--- src/rtl/component_bit_packer.sv ---
// component_bit_packer
//   Packs variable-length codes (0..32 bits, MSB-first) into 32-bit words
//   and queues them in a small first-word-fall-through FIFO. A flush pads the
//   residual bits of a component with zeros and emits them as a partial word.
//
// Ports
//   clock, reset        : single clock, synchronous active-high reset
//   sb_enable           : code valid this cycle
//   sb_val[63:0]        : code value, right-justified
//   sb_size_of_bit[63:0]: code length in bits (legal 0..32)
//   sb_flush            : end of component, emit residual bits
//   out_ready           : downstream accepts the head word
//   out_valid           : head word valid
//   out_data[31:0]      : packed word, MSB = earliest bit
//   out_bytes[2:0]      : valid bytes in out_data (1..4), left-justified
//   busy                : high while draining the residual
//   flush_done          : one-cycle pulse once the flush residue is queued
//   total_bytes[31:0]   : bytes queued since reset or the previous flush_done
//   overflow            : sticky, a word or input was dropped
//   size_err            : sticky, a code longer than 32 bits was received
module component_bit_packer #(
  parameter int FIFO_DEPTH = 4
) (
  input  logic        clock,
  input  logic        reset,
  input  logic        sb_enable,
  input  logic [63:0] sb_val,
  input  logic [63:0] sb_size_of_bit,
  input  logic        sb_flush,
  input  logic        out_ready,
  output logic        out_valid,
  output logic [31:0] out_data,
  output logic [2:0]  out_bytes,
  output logic        busy,
  output logic        flush_done,
  output logic [31:0] total_bytes,
  output logic        overflow,
  output logic        size_err
);

  localparam int AW = (FIFO_DEPTH > 1) ? $clog2(FIFO_DEPTH) : 1;

  typedef enum logic {RUN, DRAIN} state_t;

  state_t        state_q, state_d;
  logic [63:0]   acc_q, acc_d;
  logic [5:0]    cnt_q, cnt_d;
  logic [31:0]   total_q, total_d;
  logic          ovf_q, ovf_d;
  logic          serr_q, serr_d;
  logic          fdone_q, fdone_d;
  logic [AW:0]   wr_q, rd_q;
  logic [34:0]   mem_q [FIFO_DEPTH];

  logic [AW:0]   fcount;
  logic          empty, full, pop, can_push;
  logic          push;
  logic [31:0]   push_data;
  logic [2:0]    push_bytes;
  logic          size_ok;
  logic [5:0]    size6;
  logic [63:0]   code;
  logic [6:0]    sum;
  logic [63:0]   merged;
  logic [34:0]   head;

  // FIFO status; a pop on the same edge frees the slot a full FIFO needs.
  always_comb begin
    fcount   = wr_q - rd_q;
    empty    = (fcount == '0);
    full     = (fcount == (AW+1)'(FIFO_DEPTH));
    pop      = !empty && out_ready;
    can_push = !full || pop;
  end

  // Code alignment: live bits occupy acc[63 -: cnt]; the new code lands just below.
  always_comb begin
    size_ok = (sb_size_of_bit <= 64'd32);
    size6   = sb_size_of_bit[5:0];
    code    = sb_val & ~({64{1'b1}} << size6);
    sum     = {1'b0, cnt_q} + {1'b0, size6};
    merged  = acc_q | (code << (7'd64 - sum));
  end

  // State register
  always_ff @(posedge clock) begin
    if (reset) state_q <= RUN;
    else       state_q <= state_d;
  end

  // Next-state and datapath update
  always_comb begin
    state_d    = state_q;
    acc_d      = acc_q;
    cnt_d      = cnt_q;
    ovf_d      = ovf_q;
    serr_d     = serr_q;
    fdone_d    = 1'b0;
    total_d    = fdone_q ? 32'd0 : total_q;
    push       = 1'b0;
    push_data  = 32'd0;
    push_bytes = 3'd0;
    case (state_q)
      RUN: begin
        if (sb_enable) begin
          if (!size_ok) begin
            serr_d = 1'b1;
          end else if (size6 != 6'd0) begin
            if (sum >= 7'd32) begin
              // Accumulator advances even when the word cannot be queued.
              if (can_push) begin
                push       = 1'b1;
                push_data  = merged[63:32];
                push_bytes = 3'd4;
              end else begin
                ovf_d = 1'b1;
              end
              acc_d = merged << 32;
              cnt_d = 6'(sum - 7'd32);
            end else begin
              acc_d = merged;
              cnt_d = sum[5:0];
            end
          end
        end
        if (sb_flush) state_d = DRAIN;
      end
      DRAIN: begin
        if (sb_enable || sb_flush) ovf_d = 1'b1;
        if (cnt_q == 6'd0) begin
          fdone_d = 1'b1;
          state_d = RUN;
        end else if (can_push) begin
          // Bits below cnt are already zero, so acc[63:32] is the padded residue.
          push       = 1'b1;
          push_data  = acc_q[63:32];
          push_bytes = 3'(({1'b0, cnt_q} + 7'd7) >> 3);
          acc_d      = 64'd0;
          cnt_d      = 6'd0;
          fdone_d    = 1'b1;
          state_d    = RUN;
        end
      end
      default: state_d = RUN;
    endcase
    if (push) total_d = total_d + 32'(push_bytes);
  end

  always_ff @(posedge clock) begin
    if (reset) begin
      acc_q   <= 64'd0;
      cnt_q   <= 6'd0;
      total_q <= 32'd0;
      ovf_q   <= 1'b0;
      serr_q  <= 1'b0;
      fdone_q <= 1'b0;
      wr_q    <= '0;
      rd_q    <= '0;
    end else begin
      acc_q   <= acc_d;
      cnt_q   <= cnt_d;
      total_q <= total_d;
      ovf_q   <= ovf_d;
      serr_q  <= serr_d;
      fdone_q <= fdone_d;
      wr_q    <= wr_q + {{AW{1'b0}}, push};
      rd_q    <= rd_q + {{AW{1'b0}}, pop};
    end
  end

  always_ff @(posedge clock) begin
    if (push && !reset) mem_q[wr_q[AW-1:0]] <= {push_bytes, push_data};
  end

  // Outputs, forced to zero while reset is held
  always_comb begin
    head        = mem_q[rd_q[AW-1:0]];
    out_valid   = !reset && !empty;
    out_data    = out_valid ? head[31:0]  : 32'd0;
    out_bytes   = out_valid ? head[34:32] : 3'd0;
    busy        = !reset && (state_q == DRAIN);
    flush_done  = !reset && fdone_q;
    total_bytes = reset ? 32'd0 : total_q;
    overflow    = !reset && ovf_q;
    size_err    = !reset && serr_q;
  end

endmodule
--- config.mk ---
export PLATFORM = sky130hd
export DESIGN_NAME = component_bit_packer
export DESIGN_NICKNAME = d
export VERILOG_FILES = /design/src/rtl/component_bit_packer.sv
export SDC_FILE = /design/constraint.sdc
export NUM_CORES = 1
export LEC_CHECK = 0
export ABC_AREA = 1
export CAP_MARGIN = 20
export CORE_MARGIN = 3
export CORE_UTILIZATION = 24
export CTS_BUF_LIST = sky130_fd_sc_hd__clkbuf_16
export DETAILED_ROUTE_END_ITERATION = 7
export PLACE_DENSITY = 0.42
export SETUP_SLACK_MARGIN = 0.3
export SYNTH_ARGS = -nofsm -noshare
export SYNTH_HDL_FRONTEND = slang
export SYNTH_SLANG_ARGS = --single-unit
--- constraint.sdc ---
create_clock -name clock -period 7.7 [get_ports clock]
set_input_delay 1.54 -clock clock [delete_from_list [all_inputs] [get_ports clock]]
set_output_delay 1.54 -clock clock [all_outputs]
set_load 0.02 [all_outputs]
==> flow_metrics.py, run 1 <==
metrics = {
    "run_status": {
        "status": "finished clean",
    },
    "clock_network": {
        "post_cts_buffers": 0,
        "cts_tree": "done",
        "clk_latency_ns": 0.58,
        "clock_path_buffers": 3,
        "clock-sinks": 252,
        "cts_root_buf": "clkbuf_16",
        "cts_buffers": 31,
        "h-tree-depth": 1,
        "ctsResizeCount": 0,
        "cts_hold_repair.buffers": 0,
        "path_clk_slew_ns": 0.06,
    },
    "floorplan": {
        "fp.dieW_um": 275,
        "die_area_um2": 75500,
        "core_um2": 70800,
        "num_rows": 97,
        "start_util_pct": 24.5,
        "die_h_um": 275,
        "io_pins": 205,
    },
    "critical_path": {
        "crit_buf_inv": 7,
        "crit_slowest_cell": "clkdlybuf4s50_1",
        "crit_type": "in2reg",
        "crit_required_ns": 8.21,
        "critPathArrivalTime_ns": 6.73,
        "cp-start-kind": "input pin",
        "crit_family": "simple AND/OR/NAND/NOR gates",
        "worstSetupEndpointType": "flop",
        "slowest_delay_ns": 0.79,
        "worstPathMaxFanout": 13,
        "cp_common_cell": "inv_1",
    },
    "synthesis": {
        "synth.distinct_cells": 55,
        "yosys-top-cells-count": "560 x nand3_1, 539 x nand2_1, 312 x nor2_1, 177 x inv_1, 140 x edfxtp_1",
        "yosysMostFrequentCell": "nand3_1",
        "synth_top_area_share_pct": 24.2,
        "ys_ff_latch": 252,
        "synth_enable_flop_cells": 140,
        "yosys_warnings": 0,
        "netlist_area_um2": 17300,
        "ys.flop_type": "edfxtp_1",
        "synthCells": 2528,
        "syn-num-nets": 2679,
        "synth_area_leaders": "edfxtp_1 24%, nand3_1 16%, dfxtp_1 13%",
        "yosysSeqAreaShare_pct": 37.2,
        "synthArstFlopShare_pct": 0,
        "synth.avg_cell_area_um2": 6.86,
        "synth_top_area_cell": "edfxtp_1",
    },
    "timing": {
        "timing.slew.headroom_pct": 30.1,
        "slew_violations": 0,
        "setup_tns_ns": 0,
        "fin_skew_ns": 0.0141,
        "final-hold-violation-count": 0,
        "post-route-min-period_ns": 6.22,
        "rsz0062_at_grt": "no",
        "max_freq_mhz": 161,
        "setup_violations": 0,
        "worst_pin_slew_ns": 1.04,
        "finalCritPeriodShare_pct": 80.8,
    },
    "global_routing": {
        "grt_pass1_wl_um": 104000,
        "grt_max_degree": 73,
        "grt_overflow": 0,
        "top_usage_layer": "met2",
        "met2_usage_pct": 29.8,
        "grt_antenna_before_repair": 0,
        "grt_pass1_vias": 17100,
        "grt_use_met3_pct": 1.81,
        "grtUsageMet1_pct": 24.0,
        "grtUsageTotal_pct": 17.5,
    },
    "routing": {
        "drc_errors": 0,
        "routed_wl_um": 67400,
        "wl_per_cell_um": 18.7,
        "firstDrtPassIters": 5,
        "ant_nets": 0,
        "viasPerCell": 4.90,
        "vias": 17700,
        "drtIter0Drc": 1490,
    },
    "min_path": {
        "hp-class": "reg2reg",
    },
    "run": {
        "drv_cap": 0,
    },
    "finish": {
        "final_nets": 2791,
        "fin_util_pct": 29.8,
        "postLayoutCellArea_um2": 21100,
        "area_growth_syn_to_layout_pct": 21.7,
        "antenna_cells": 0,
        "final_cells": 3605,
        "drive_gt1_share_pct": 5.22,
    },
    "pwr": {
        "power.density_nw_per_um2": 170,
        "peakVddDrop_v": 0.000185,
        "cellLeakagePower_nw": 8.30,
    },
    "placed_design": {
        "dp.cells": 3547,
        "port_buffers": 203,
        "place.gp.congestion": 0.899,
        "placed_area_um2": 20000,
        "hpwl_um": 48600,
    },
}
routing by layer:
metal	wire length [um]	share of wire, %
met3	3010	4.5
met4	1570	2.3
met2	31700	47
met1	31100	46
met5	0	0
stage by stage:
step	setup WS [ns]	total power [mW]	hold slack, ns
floorplan	1.65	1.87	0.436
global placement	0.896	2.12	0.447
detailed placement	0.848	2.12	0.454
CTS	1.46	3.64	0.463
global route	0.984	3.76	0.483
finish	1.48	3.60	0.461
state kept, by name (all words and copies together) (netlist names):
name / cells
mem_q: 140
acc_q: 64
total_q: 32
cnt_q: 6
rd_q: 3
wr_q: 3
fdone_q: 1
ovf_q: 1
serr_q: 1
state_q: 1
where the power goes:
part / total (mW) / internal (mW) / switching, mW
combinational: 0.690 / 0.219 / 0.471
clock: 1.50 / 0.904 / 0.595
sequential: 1.41 / 1.41 / 0.00102
total: 3.60 / 2.53 / 1.07
cells in the final DEF, fill, tap and decap left out, types with 46 or more instances in the layout:
master	count
nand3_1	560
nand2_1	538
nor2_1	312
clkdlybuf4s50_1	202
inv_1	182
edfxtp_1	140
a21oi_1	119
o21ai_0	114
dfxtp_1	111
nand4_1	46
layout make-up:
class / count / area (um^2)
Clock buffer: 31 / 776
Clock inverter: 27 / 282
Fill cell: 7663 / 49700
Inverter: 187 / 702
Multi-Input combinational cell: 1929 / 9400
Sequential cell: 252 / 6450
Tap cell: 940 / 1180
Timing Repair Buffer: 239 / 2320
final timing paths:
path,startpoint,to,slack (ns),cells past startpoint
worst max-delay path,sb_size_of_bit[4],total_q[25]$_SDFF_PP0_,1.48,25
worst max register to register,wr_q[1]$_SDFF_PP0_,total_q[25]$_SDFF_PP0_,3.01,21
worst min register to register,acc_q[28]$_SDFFE_PP0P_,acc_q[28]$_SDFFE_PP0P_,0.46,2
worst min-delay path,acc_q[28]$_SDFFE_PP0P_,acc_q[28]$_SDFFE_PP0P_,0.46,2
tightest hold or removal path, delay by kind of cell (launching register included):
kind             cells  cell delay (ns)
AO/OA/AOI/OAI        1             0.06
AND/OR/NAND/NOR      1             0.06
flip-flops           1             0.30
kinds of logic after synthesis:
family	synth area share, %
simple gates	39.9
buf+inv	8.86
compound gates	10.8
flops	37.2
xor+xnor	1.87
fa+ha+maj	1.39
Note: power is estimated with default switching activity, not from simulation.
==> inputs of run 2 (changes only) <==
PLACE_DENSITY = 0.43   (was 0.42)
clock period = 5.41 ns   (was 7.7 ns; I/O delays follow)
==> flow_metrics.py, run 2 (synthesis gave the netlist of run 1 again) <==
metrics = {
    "run_status": {
        "status": "finished clean",
    },
    "clock_network": {
        "cts_tree": "done",
        "h-tree-depth": 1,
        "clock_path_buffers": 3,
        "path_clk_slew_ns": 0.06,
        "cts_root_buf": "clkbuf_16",
        "post_cts_buffers": 0,
        "clk_latency_ns": 0.57,
        "clock-sinks": 252,
        "cts_buffers": 29,
    },
    "timing": {
        "setup_violations": 0,
        "slew_violations": 0,
        "timing.slew.headroom_pct": 33.9,
        "worst_pin_slew_ns": 0.982,
        "final-hold-violation-count": 0,
        "rsz0062_at_grt": "no",
        "fin_skew_ns": 0.00907,
        "whs_ns": 0.461,
        "post-route-min-period_ns": 4.76,
        "max_freq_mhz": 210,
        "finalCritPeriodShare_pct": 88.1,
        "setup_tns_ns": 0,
    },
    "floorplan": {
        "io_pins": 205,
        "core_um2": 70800,
        "num_rows": 97,
        "die_area_um2": 75500,
        "die_h_um": 275,
        "start_util_pct": 24.5,
        "fp.dieW_um": 275,
    },
    "routing": {
        "drtIter0Drc": 1436,
        "viasPerCell": 4.89,
        "ant_nets": 0,
        "drt-met1-wl_um": 30400,
        "routed_wl_um": 68200,
        "drc_errors": 0,
        "wl_met3_um": 3560,
        "wl_per_cell_um": 18.7,
        "dr.max_layer_used": "met5",
        "firstDrtPassIters": 5,
        "wl_met2_um": 32100,
        "vias": 17800,
    },
    "global_routing": {
        "grt_pass1_wl_um": 105000,
        "grtUsageTotal_pct": 17.8,
        "grt_overflow": 0,
        "grt_max_degree": 72,
        "grt_pass1_vias": 17700,
        "grt_antenna_before_repair": 2,
    },
    "finish": {
        "n_fill_cell": 7697,
        "drive_gt1_share_pct": 6.42,
        "multi_input_area_um2": 9410,
        "fin_util_pct": 30.2,
        "seq_area_um2": 6450,
        "postLayoutCellArea_um2": 21400,
        "final_nets": 2822,
        "largest_register_ffs": 140,
        "final_cell_mix": "560 x nand3_1, 538 x nand2_1, 312 x nor2_1, 200 x clkdlybuf4s50_1, 181 x inv_1",
        "area_growth_syn_to_layout_pct": 23.4,
        "final_common_cell": "nand3_1",
    },
    "run": {
        "drv_cap": 0,
    },
    "min_path": {
        "hp-class": "reg2reg",
        "min_to": "acc_q[30]$_SDFFE_PP0P_",
        "worstHoldStart": "acc_q[30]$_SDFFE_PP0P_",
        "worstHoldPathCells": 2,
    },
    "placed_design": {
        "hpwl_um": 50400,
        "placed_area_um2": 20400,
        "port_buffers": 203,
        "place.gp.congestion": 0.897,
    },
    "critical_path": {
        "crit_family": "buffers and inverters",
        "crit_type": "reg2out",
        "worstPathMaxFanout": 36,
        "rr_startpoint": "rd_q[1]$_SDFF_PP0_",
        "crit_buf_inv": 5,
        "r2r_end": "total_q[26]$_SDFF_PP0_",
        "crit_required_ns": 4.33,
        "worst-path-stages": 12,
        "cp-start-kind": "flop",
        "crit_slowest_cell": "clkdlybuf4s50_1",
        "worstSetupEndpointType": "output port",
        "critPathArrivalTime_ns": 3.68,
        "slowest_delay_ns": 0.60,
        "reg2reg_slack_ns": 1.10,
        "crit_chain": "clkinv_1 -> buf_4 -> ha_1 -> inv_1 -> nor2_1 -> nor2_1 -> xnor2_1 -> or2_2 -> nand2_1 -> buf_4 -> a21oi_1 -> clkdlybuf4s50_1",
        "reg2reg_depth": 24,
    },
    "pwr": {
        "peakVddDrop_v": 0.000223,
        "p_total_mw": 5.01,
        "cellLeakagePower_nw": 8.47,
        "power.density_nw_per_um2": 234,
    },
}
-- run 2: cell count changes in the layout (fill, tap and decap cells not counted), sizes merged --
| cell | before | now |
|---|---|---|
| buf | 37 | 72 |
| bufinv | 5 | 3 |
| clkdlybuf4s50 | 202 | 200 |
| clkinv | 15 | 11 |
| clkinvlp | 2 | 1 |
| diode | 0 | 1 |
| inv | 192 | 195 |
-- run 2: per-layer routing --
layer	global-route usage [%]	up-vias
met5	0	-
met4	5.13	2
met3	2.32	89
met2	30.5	506
met1	23.5	8334
li1	-	8841
-- run 2: final cells by class --
type	instances	area share [%]
diodes	1	0.0117
clock buffers	31	3.63
clock inverters	23	0.907
inverters	187	3.28
multi-input cells	1929	44.0
flip-flops and latches	252	30.1
well taps	940	5.50
repair buffers	272	12.6
-- run 2: worst max path at each step --
stage | startpoint | endpoint | slack, ns
2_1_floorplan | sb_size_of_bit[2] | mem_q[0][0]$_DFFE_PP_ | -0.18
6_report | rd_q[1]$_SDFF_PP0_ | out_data[18] | 0.65
3_5_place_dp | sb_size_of_bit[4] | total_q[26]$_SDFF_PP0_ | 0.22
3_3_place_gp | sb_size_of_bit[4] | total_q[26]$_SDFF_PP0_ | 0.18
5_1_grt | sb_size_of_bit[2] | total_q[26]$_SDFF_PP0_ | 0.30
4_1_cts | rd_q[1]$_SDFF_PP0_ | out_data[30] | 0.54
-- run 2: repair_timing --
| action | 4_1_cts | 5_1_grt |
|---|---|---|
| gates resized for setup | 0 | 1 |
| endpoints found under the setup margin | 0 | 1 |
| hold buffers | 0 | 0 |
-- run 2: report_power, final --
group / switching, mW / internal (mW) / leakage [nW] / total, mW
combinational: 0.677 / 0.337 / 5.91 / 1.01
clock: 0.818 / 1.18 / 0.503 / 2.00
sequential: 0.00151 / 2.00 / 2.06 / 2.00
-- run 2: per-stage QoR --
stage          std cells  setup WS [ns]
2_1_floorplan       2528         -0.177
3_3_place_gp        3579          0.176
3_5_place_dp        3579          0.223
4_1_cts             3633          0.543
5_1_grt             3634          0.302
6_report            3635          0.646
-- run 2: worst register-to-register path: stages (launching register included) --
cell and delay [ns]:
dfxtp_1 0.31, clkinv_1 0.04, buf_4 0.43, ha_1 0.35, inv_1 0.06, nor2_1 0.03
nor2_1 0.12, xnor2_1 0.15, nand2_1 0.16, nand3_1 0.10, inv_1 0.20, ha_1 0.26
inv_1 0.07, fa_1 0.43, o21ai_0 0.21, nand2_1 0.09, nor2_1 0.15, inv_1 0.12
nor2_2 0.12, nand2_1 0.06, nor2_1 0.19, nand4_1 0.17, xnor2_1 0.17, nand2_1 0.06
a21oi_1 0.16
